**config.mk**
```make
export PLATFORM = sky130hd
export DESIGN_NAME = rv_mem_arbiter
export DESIGN_NICKNAME = d
export VERILOG_FILES = /design/src/rtl/rv_mem_arbiter.sv
export SDC_FILE = /design/constraint.sdc
export NUM_CORES = 1
export LEC_CHECK = 0
export ABC_AREA = 1
export BUFFER_PORTS_ARGS = -buffer_cell sky130_fd_sc_hd__buf_2
export CORE_AREA = 2 2 201 203
export CTS_BUF_LIST = sky130_fd_sc_hd__clkbuf_16
export DETAILED_ROUTE_END_ITERATION = 7
export DIE_AREA = 0 0 203 205
export MAX_ROUTING_LAYER = met4
export PLACE_DENSITY = 0.41
export SLEW_MARGIN = 10
export SYNTH_ARGS = -nofsm -noshare
export SYNTH_HDL_FRONTEND = slang
export SYNTH_SLANG_ARGS = --single-unit
```
**constraint.sdc**
```tcl
create_clock -name clk -period 1.43 [get_ports clk]
set_input_delay 0.143 -clock clk [delete_from_list [all_inputs] [get_ports clk]]
set_output_delay 0.143 -clock clk [all_outputs]
set_load 0.005 [all_outputs]
```
**src/rtl/rv_mem_arbiter.sv**
```systemverilog
// rv_mem_arbiter: shares one memory port between instruction fetch and data access,
// one transaction at a time. Defining RV_ARB_STARVE_GUARD_EN adds a fetch starvation guard.
module rv_mem_arbiter #(
  parameter int AW         = 64,
  parameter int STARVE_MAX = 4
) (
  input  logic          clk,
  input  logic          rstn,
  input  logic          if_req_i,
  input  logic [AW-1:0] if_addr_i,
  input  logic          if_kill_i,
  output logic          if_gnt_o,
  output logic          if_rvalid_o,
  output logic [31:0]   if_rdata_o,
  input  logic          d_req_i,
  input  logic          d_we_i,
  input  logic [AW-1:0] d_addr_i,
  input  logic [63:0]   d_wdata_i,
  input  logic [7:0]    d_be_i,
  output logic          d_gnt_o,
  output logic          d_rvalid_o,
  output logic [63:0]   d_rdata_o,
  output logic          mem_req_o,
  output logic          mem_we_o,
  output logic [AW-1:0] mem_addr_o,
  output logic [63:0]   mem_wdata_o,
  output logic [7:0]    mem_be_o,
  input  logic          mem_gnt_i,
  input  logic          mem_rvalid_i,
  input  logic [63:0]   mem_rdata_i,
  output logic          stall_if_o,
  output logic          stall_mem_o
);

  typedef enum logic [1:0] {S_IDLE = 2'd0, S_REQ = 2'd1, S_RESP = 2'd2} state_e;

  state_e        state_q, state_d;
  logic          grant_if, grant_d, fetch_first, resp_done;
  logic          owner_d_q, addr2_q, kill_q, kill_d;
  logic          mem_req_q, mem_req_d, mem_we_q;
  logic [AW-1:0] mem_addr_q;
  logic [63:0]   mem_wdata_q;
  logic [7:0]    mem_be_q;

`ifdef RV_ARB_STARVE_GUARD_EN
  localparam int CW = $clog2(STARVE_MAX + 1);
  logic [CW-1:0] starve_q, starve_d;

  assign fetch_first = (starve_q >= CW'(STARVE_MAX));

  always_comb begin
    starve_d = starve_q;
    if (grant_if)
      starve_d = '0;
    else if (grant_d && if_req_i && !fetch_first)
      starve_d = starve_q + 1'b1;
  end

  always_ff @(posedge clk or negedge rstn) begin
    if (!rstn) starve_q <= '0;
    else       starve_q <= starve_d;
  end
`else
  logic unused_starve_max;
  assign unused_starve_max = (STARVE_MAX != 0);
  assign fetch_first       = 1'b0;
`endif

  // Data normally wins because it belongs to the older instruction.
  always_comb begin
    grant_if = 1'b0;
    grant_d  = 1'b0;
    if (rstn && state_q == S_IDLE) begin
      if (if_req_i && (!d_req_i || fetch_first)) grant_if = 1'b1;
      else if (d_req_i)                          grant_d  = 1'b1;
    end
  end

  always_ff @(posedge clk or negedge rstn) begin
    if (!rstn) state_q <= S_IDLE;
    else       state_q <= state_d;
  end

  always_comb begin
    state_d = state_q;
    case (state_q)
      S_IDLE:  if (grant_if || grant_d) state_d = S_REQ;
      S_REQ:   if (mem_gnt_i)           state_d = S_RESP;
      S_RESP:  if (mem_rvalid_i)        state_d = S_IDLE;
      default: state_d = S_IDLE;
    endcase
  end

  always_comb begin
    resp_done   = rstn && (state_q == S_RESP) && mem_rvalid_i;
    if_gnt_o    = grant_if;
    d_gnt_o     = grant_d;
    if_rvalid_o = resp_done && !owner_d_q && !kill_q && !if_kill_i;
    d_rvalid_o  = resp_done && owner_d_q;
    if_rdata_o  = '0;
    d_rdata_o   = '0;
    if (if_rvalid_o) if_rdata_o = addr2_q ? mem_rdata_i[63:32] : mem_rdata_i[31:0];
    if (d_rvalid_o)  d_rdata_o  = mem_rdata_i;
    stall_if_o  = rstn && if_req_i && !if_rvalid_o;
    stall_mem_o = rstn && d_req_i && !d_rvalid_o;
  end

  always_comb begin
    mem_req_d = mem_req_q;
    if (grant_if || grant_d)               mem_req_d = 1'b1;
    else if (state_q == S_REQ && mem_gnt_i) mem_req_d = 1'b0;
    kill_d = kill_q;
    if (state_q == S_IDLE || resp_done)     kill_d = 1'b0;
    else if (!owner_d_q && if_kill_i)       kill_d = 1'b1;
  end

  // Request fields are captured once at grant and held through all wait states.
  always_ff @(posedge clk or negedge rstn) begin
    if (!rstn) begin
      mem_req_q   <= 1'b0;
      mem_we_q    <= 1'b0;
      mem_addr_q  <= '0;
      mem_wdata_q <= '0;
      mem_be_q    <= '0;
      owner_d_q   <= 1'b0;
      addr2_q     <= 1'b0;
      kill_q      <= 1'b0;
    end else begin
      mem_req_q <= mem_req_d;
      kill_q    <= kill_d;
      if (grant_d) begin
        mem_we_q    <= d_we_i;
        mem_addr_q  <= d_addr_i;
        mem_wdata_q <= d_wdata_i;
        mem_be_q    <= d_be_i;
        owner_d_q   <= 1'b1;
      end else if (grant_if) begin
        mem_we_q    <= 1'b0;
        mem_addr_q  <= if_addr_i;
        mem_wdata_q <= '0;
        mem_be_q    <= '0;
        owner_d_q   <= 1'b0;
        addr2_q     <= if_addr_i[2];
      end
    end
  end

  assign mem_req_o   = mem_req_q;
  assign mem_we_o    = mem_we_q;
  assign mem_addr_o  = mem_addr_q;
  assign mem_wdata_o = mem_wdata_q;
  assign mem_be_o    = mem_be_q;

endmodule

```
==> results.json, run 1 <==
{
  "status": "finished, violations left",
  "violations": "negative setup slack",
  "ir_drop_mv": 0.809,
  "avgRoutedWirePerCell_um": 17.3,
  "crit_family": "buffers and inverters",
  "cp-end-kind": "output port",
  "reg2reg_slack_ns": -0.26,
  "vias": 9914,
  "fin_util_pct": 37.4,
  "synth-xor-area-share_pct": 0,
  "dp.cells": 2101,
  "core_area_sq_um": 39400,
  "drc_errors": 0,
  "required_ns": 1.29,
  "synth_adder_area_share_pct": 0,
  "fmax_mhz": 531,
  "final_common_cell": "buf_2",
  "finalNonFillerCells": 2326,
  "ant_nets": 0,
  "cap_violations": 0,
  "crit_path_start": "state_q[1]$_DFFE_PN0P_",
  "via_per_inst": 4.26,
  "final_nets": 2053,
  "tightest_slew_ns": 0.958,
  "root_buffer": "clkbuf_16",
  "cpMostUsedCell": "buf_12",
  "synth_cell_types": 21,
  "worstSetupPathType": "reg -> out",
  "critPathArrivalTime_ns": 1.74,
  "synth_warnings": 0,
  "seqCellArea_sq_um": 3580,
  "r2r-start": "state_q[1]$_DFFE_PN0P_",
  "gr-total-overflow": 0,
  "power.leakage_nw": 8.46,
  "hold_class": "in -> reg",
  "hold_viol": 0,
  "row_count": 73,
  "num-fill-cells": 4197,
  "yosys.area_share.simple_pct": 41.2,
  "cts_buffer_depth": 2,
  "seqPwrFrac_pct": 31.5,
  "grt_pass1_vias": 9923,
  "grt_max_degree": 131,
  "p_sw_share_pct": 37.0,
  "synth_top_area_cell": "dfrtp_1",
  "setup_viol_count_final": 242,
  "grt_pass1_wl_mm": 58.6,
  "antenna_found_initial": 12,
  "ioPinCount": 512,
  "worstPathCellList": "inv_2 > nor3_4 > nand2_2 > buf_12 > buf_12 > nor2_1 > buf_2",
  "start_util_pct": 19.3,
  "die_h_um": 205,
  "synth-seq-cells": 143,
  "h-tree-depth": 4,
  "numCtsBuffers": 17,
  "rsz0062_at_grt": "true",
  "synthesis.nets": 1362,
  "final_cell_mix": "507 x buf_2, 377 x nand2_1, 164 x nand3_1, 141 x dfrtp_1, 129 x dlygate4sd3_1",
  "slew_viol_final": 0,
  "place_ws_ns": -0.148,
  "wl_mm": 40.3,
  "gp_congestion": 0.972,
  "finClkSkew_ns": 0.00957,
  "worstSkewPairLatency_ns": 0.44,
  "intPower_mw": 14.0,
  "synthMuxAreaShare_pct": 0,
  "power_density_nw_per_um2": 1510,
  "cts_tree": "yes",
  "worstSetupStartpointType": "flop",
  "syn2layout_area_growth_pct": 94.3,
  "seq_area_frac_synth_pct": 47.2,
  "drt-initial-drc-count": 592,
  "track_usage_pct": 19.1,
  "drive_above_1_share_pct": 42.7,
  "switchingPower_mw": 8.23,
  "cts.sinks": 143,
  "final.setup.tns_ns": -56.95,
  "synth-compound-area-share_pct": 2.44,
  "synth_top_area_share_pct": 47.2,
  "die_w_um": 203,
  "p_total_mw": 22.2,
  "worstPathMaxFanout": 26,
  "dr.pass1.iters": 5,
  "worst_path_max_delay_cell": "dfrtp_1",
  "fin_crit_ns": 1.88,
  "synth_top_family_by_area": "simple AND/OR/NAND/NOR gates",
  "pwr-share-clk_pct": 20.6,
  "path_clk_slew_ns": 0.07,
  "mappedNetlistArea_sq_um": 7580,
  "syn_area_per_cell_sq_um": 6.95,
  "synthTopCellsByArea": "dfrtp_1 47%, nand2_1 20%, nand3_1 14%",
  "die_area_sq_um": 41600,
  "setup_ws_ns": -0.452,
  "synthCells": 1090,
  "min_from": "if_addr_i[21]",
  "critPathBufInv": 4,
  "fin_crit_sh_pct": 132,
  "combPwrFrac_pct": 47.9,
  "slew_headroom_pct": 36.1,
  "multiInputGateArea_sq_um": 3740,
  "slowest_delay_ns": 0.35,
  "dp_hpwl_mm": 27.2,
  "io_buffers": 511
}
worst paths after layout:
path,to,cells after the start
worst max register to register,mem_addr_o[45]$_DFFE_PN0P_,10
worst max-delay path,d_rdata_o[56],7
max in group asynchronous,addr2_q$_DFFE_PN0P_,4
min in group asynchronous,mem_addr_o[29]$_DFFE_PN0P_,3
worst min-delay path,mem_addr_o[21]$_DFFE_PN0P_,5
worst min register to register,mem_wdata_o[63]$_DFFE_PN0P_,2
worst register-to-register path, stage by stage, from the launching register on:
cell,delay (ns)
dfrtp_1,0.38
buf_4,0.14
nor2_4,0.13
buf_12,0.14
nand2_8,0.10
buf_6,0.16
buf_16,0.15
buf_6,0.13
buf_16,0.13
nand3_1,0.07
nand2_1,0.06
per-layer routing:
layer / vias to the layer above / wire, um / global-route usage, %
li1: 4803 / - / -
met1: 4716 / 16000 / 21.4
met2: 351 / 21400 / 34.5
met3: 44 / 2140 / 3.93
met4: 0 / 800 / 5.37
met5: - / 0 / -
cells by family after synthesis:
group	count (synthesis)
and+or+nand+nor	756
buffers and inverters	155
DFF	143
AOI/OAI and AO/OA	36
metrics by stage:
stage                     hold WS [ns]  instance area [sq um]
after detailed placement        0.0769                  11100
after floorplan                 -0.153                   7580
after CTS                     0.000179                  14200
final                           0.0128                  14700
after global placement          0.0913                  11100
after global routing            0.0224                  14700
timing repair:
action	4_1_cts	5_1_grt
resized for setup	130	60
hold buffers	128	2
setup endpoints to repair	228	242
cloned	21	11
hold endpoints to repair	265	13
setup buffers	19	8
pin swaps	25	11
final cells by class:
cell class	count	area share, %
timing repair buffer	753	39.9
multi-input combinational	793	25.4
sequential	143	24.3
tap	525	4.46
clock buffer	17	2.89
inverter	73	1.95
clock inverter	14	1.04
antenna	8	0.136
flip-flops by register name (all words and copies together), names as in the netlist:
register,cells
mem_req_o,1
addr2_q,1
mem_addr_o,64
mem_wdata_o,64
owner_d_q,1
state_q,2
mem_we_o,1
mem_be_o,8
kill_q,1
power groups by stage:
| stage | Combinational, mW | Clock, mW | Sequential (mW) |
|---|---|---|---|
| 3_5_place_dp | 8.07 | 0 | 6.95 |
| 2_1_floorplan | 3.49 | 0 | 7.07 |
| 6_report | 10.6 | 4.58 | 7.01 |
| 4_1_cts | 10.1 | 4.68 | 7.00 |
| 5_1_grt | 11.7 | 4.86 | 7.26 |
| 3_3_place_gp | 8.06 | 0 | 6.93 |
synthesized netlist by cell type:
cell type and count:
nand3_2 1, nand2_2 1, o211ai_1 1, o21ai_0 1, inv_1 72, dfrtp_1 143
nor2_4 1, clkbuf_1 15, buf_1 4, a21oi_1 33, nand2_4 1, nand3_1 205
inv_2 1, o31ai_1 1, nor3_2 1, nor2_1 132, nand2_1 413, buf_4 2
buf_6 4, nor3_1 1, buf_2 57
Note: power is estimated with default switching activity, not from simulation.
==> run 2: changes to the inputs <==
- clock period: 1.43 -> 1.8 ns (I/O delays scaled with it)
==> results.json, run 2 (synthesized netlist as in run 1, its figures left out) <==
{
  "status": "finished, violations left",
  "violations": "negative setup slack",
  "dpl_cell_area_sq_um": 10800,
  "die_area_sq_um": 41600,
  "dr.pass1.iters": 4,
  "io_buffers": 511,
  "power_density_nw_per_um2": 1250,
  "grt_pass1_wl_mm": 53.4,
  "worstPathMaxFanout": 33,
  "via_per_inst": 4.16,
  "critPathArrivalTime_ns": 1.72,
  "final_nets": 1956,
  "r2r-start": "state_q[1]$_DFFE_PN0P_",
  "numCtsBuffers": 17,
  "ir_drop_mv": 0.590,
  "fin_crit_sh_pct": 105,
  "holdPathEnd": "mem_addr_o[24]$_DFFE_PN0P_",
  "holdPathStages": 5,
  "min_from": "if_addr_i[24]",
  "final.setup.tns_ns": -4.70,
  "cts_tree": "yes",
  "reg2reg_slack_ns": 0.17,
  "fmax_mhz": 527,
  "dp_hpwl_mm": 26.6,
  "cap_violations": 0,
  "h-tree-depth": 4,
  "worstSkewPairLatency_ns": 0.45,
  "rr_endpoint": "mem_addr_o[0]$_DFFE_PN0P_",
  "slew_viol_final": 0,
  "worstSetupPathType": "reg -> out",
  "power.leakage_nw": 7.60,
  "row_count": 73,
  "hold_ws_ns": 0.0280,
  "drc_errors": 0,
  "p_total_mw": 15.9,
  "start_util_pct": 19.3,
  "hold_viol": 0,
  "setup_viol_count_final": 97,
  "final_common_cell": "buf_2",
  "cp-end-kind": "output port",
  "fin_crit_ns": 1.90,
  "core_area_sq_um": 39400,
  "slew_headroom_pct": 61.5,
  "die_w_um": 203,
  "required_ns": 1.62,
  "gp_congestion": 0.890,
  "drt-initial-drc-count": 471,
  "wl_mm": 36.4,
  "ant_nets": 0,
  "die_h_um": 205,
  "track_usage_pct": 17.5,
  "fin_area_sq_um": 12800,
  "worstSetupStartpointType": "flop",
  "root_buffer": "clkbuf_16",
  "finClkSkew_ns": 0.00754,
  "hold_class": "in -> reg",
  "vias": 9275,
  "avgRoutedWirePerCell_um": 16.3,
  "grt_pass1_vias": 9079,
  "cts.sinks": 143,
  "tightest_slew_ns": 0.578,
  "rsz0062_at_grt": "true",
  "rr_worst_depth": 10,
  "setup_ws_ns": -0.0964,
  "final_cell_mix": "509 x buf_2, 412 x nand2_1, 204 x nand3_1, 141 x dfrtp_1, 121 x nor2_1",
  "grt_max_degree": 92,
  "drive_above_1_share_pct": 35.9,
  "syn2layout_area_growth_pct": 68.2,
  "cts_buffer_depth": 2,
  "path_clk_slew_ns": 0.07,
  "ioPinCount": 512,
  "gr-total-overflow": 0,
  "antenna_found_initial": 13
}
run 2: through the flow:
step           util, %  std cells  setup slack (ns)
6_report          32.4       2229           -0.0964
3_3_place_gp      27.5       2073             0.206
2_1_floorplan        -       1090             0.430
5_1_grt           32.4       2229            -0.228
4_1_cts           32.1       2217            -0.149
3_5_place_dp      27.5       2073             0.161
run 2: report_power, final:
part	switching [mW]	internal (mW)
clock	1.57	2.48
sequential	0.803	4.69
combinational	3.59	2.80
run 2: worst max-delay path, stage by stage, from the launching register on:
cell,delay (ns)
dfrtp_1,0.36
inv_2,0.07
nor3_4,0.27
nand2_4,0.11
buf_12,0.19
nand2_1,0.08
inv_1,0.05
buf_2,0.13
run 2: metal layers:
layer / GRT usage, % / routed length, um / share of wire, %
met5: - / 0 / 0
met1: 19.0 / 14200 / 39
met4: 6.28 / 948 / 2.6
met3: 4.06 / 2460 / 6.8
met2: 31.2 / 18800 / 52
run 2: final cells by class:
type / instances / area (sq um)
antenna: 7 / 17.5
clock buffer: 17 / 425
clock inverter: 15 / 231
fill: 4339 / 26600
inverter: 73 / 289
multi-input combinational: 792 / 3380
sequential: 143 / 3580
tap: 525 / 657
timing repair buffer: 657 / 4170
run 2: repair_timing:
item / CTS / global route
setup endpoints to repair: 100 / 100
endpoints found under the hold margin: 245 / 0
buffers inserted: 7 / 5
hold buffers: 103 / 0
pin swaps: 2 / 3
gates resized for setup: 11 / 16
gates cloned: 2 / 0
run 2: worst max path at each step:
stage / slack (ns) / to / depth (start not counted) / startpoint
final: -0.1 / stall_mem_o / 7 / state_q[1]$_DFFE_PN0P_
after global placement: 0.21 / mem_addr_o[34]$_DFFE_PN0P_ / 6 / state_q[0]$_DFFE_PN0P_
after detailed placement: 0.16 / mem_addr_o[0]$_DFFE_PN0P_ / 8 / state_q[0]$_DFFE_PN0P_
after CTS: -0.15 / stall_mem_o / 6 / state_q[0]$_DFFE_PN0P_
after global routing: -0.23 / if_rdata_o[5] / 6 / state_q[1]$_DFFE_PN0P_
after floorplan: 0.43 / d_rdata_o[54] / 5 / state_q[0]$_DFFE_PN0P_
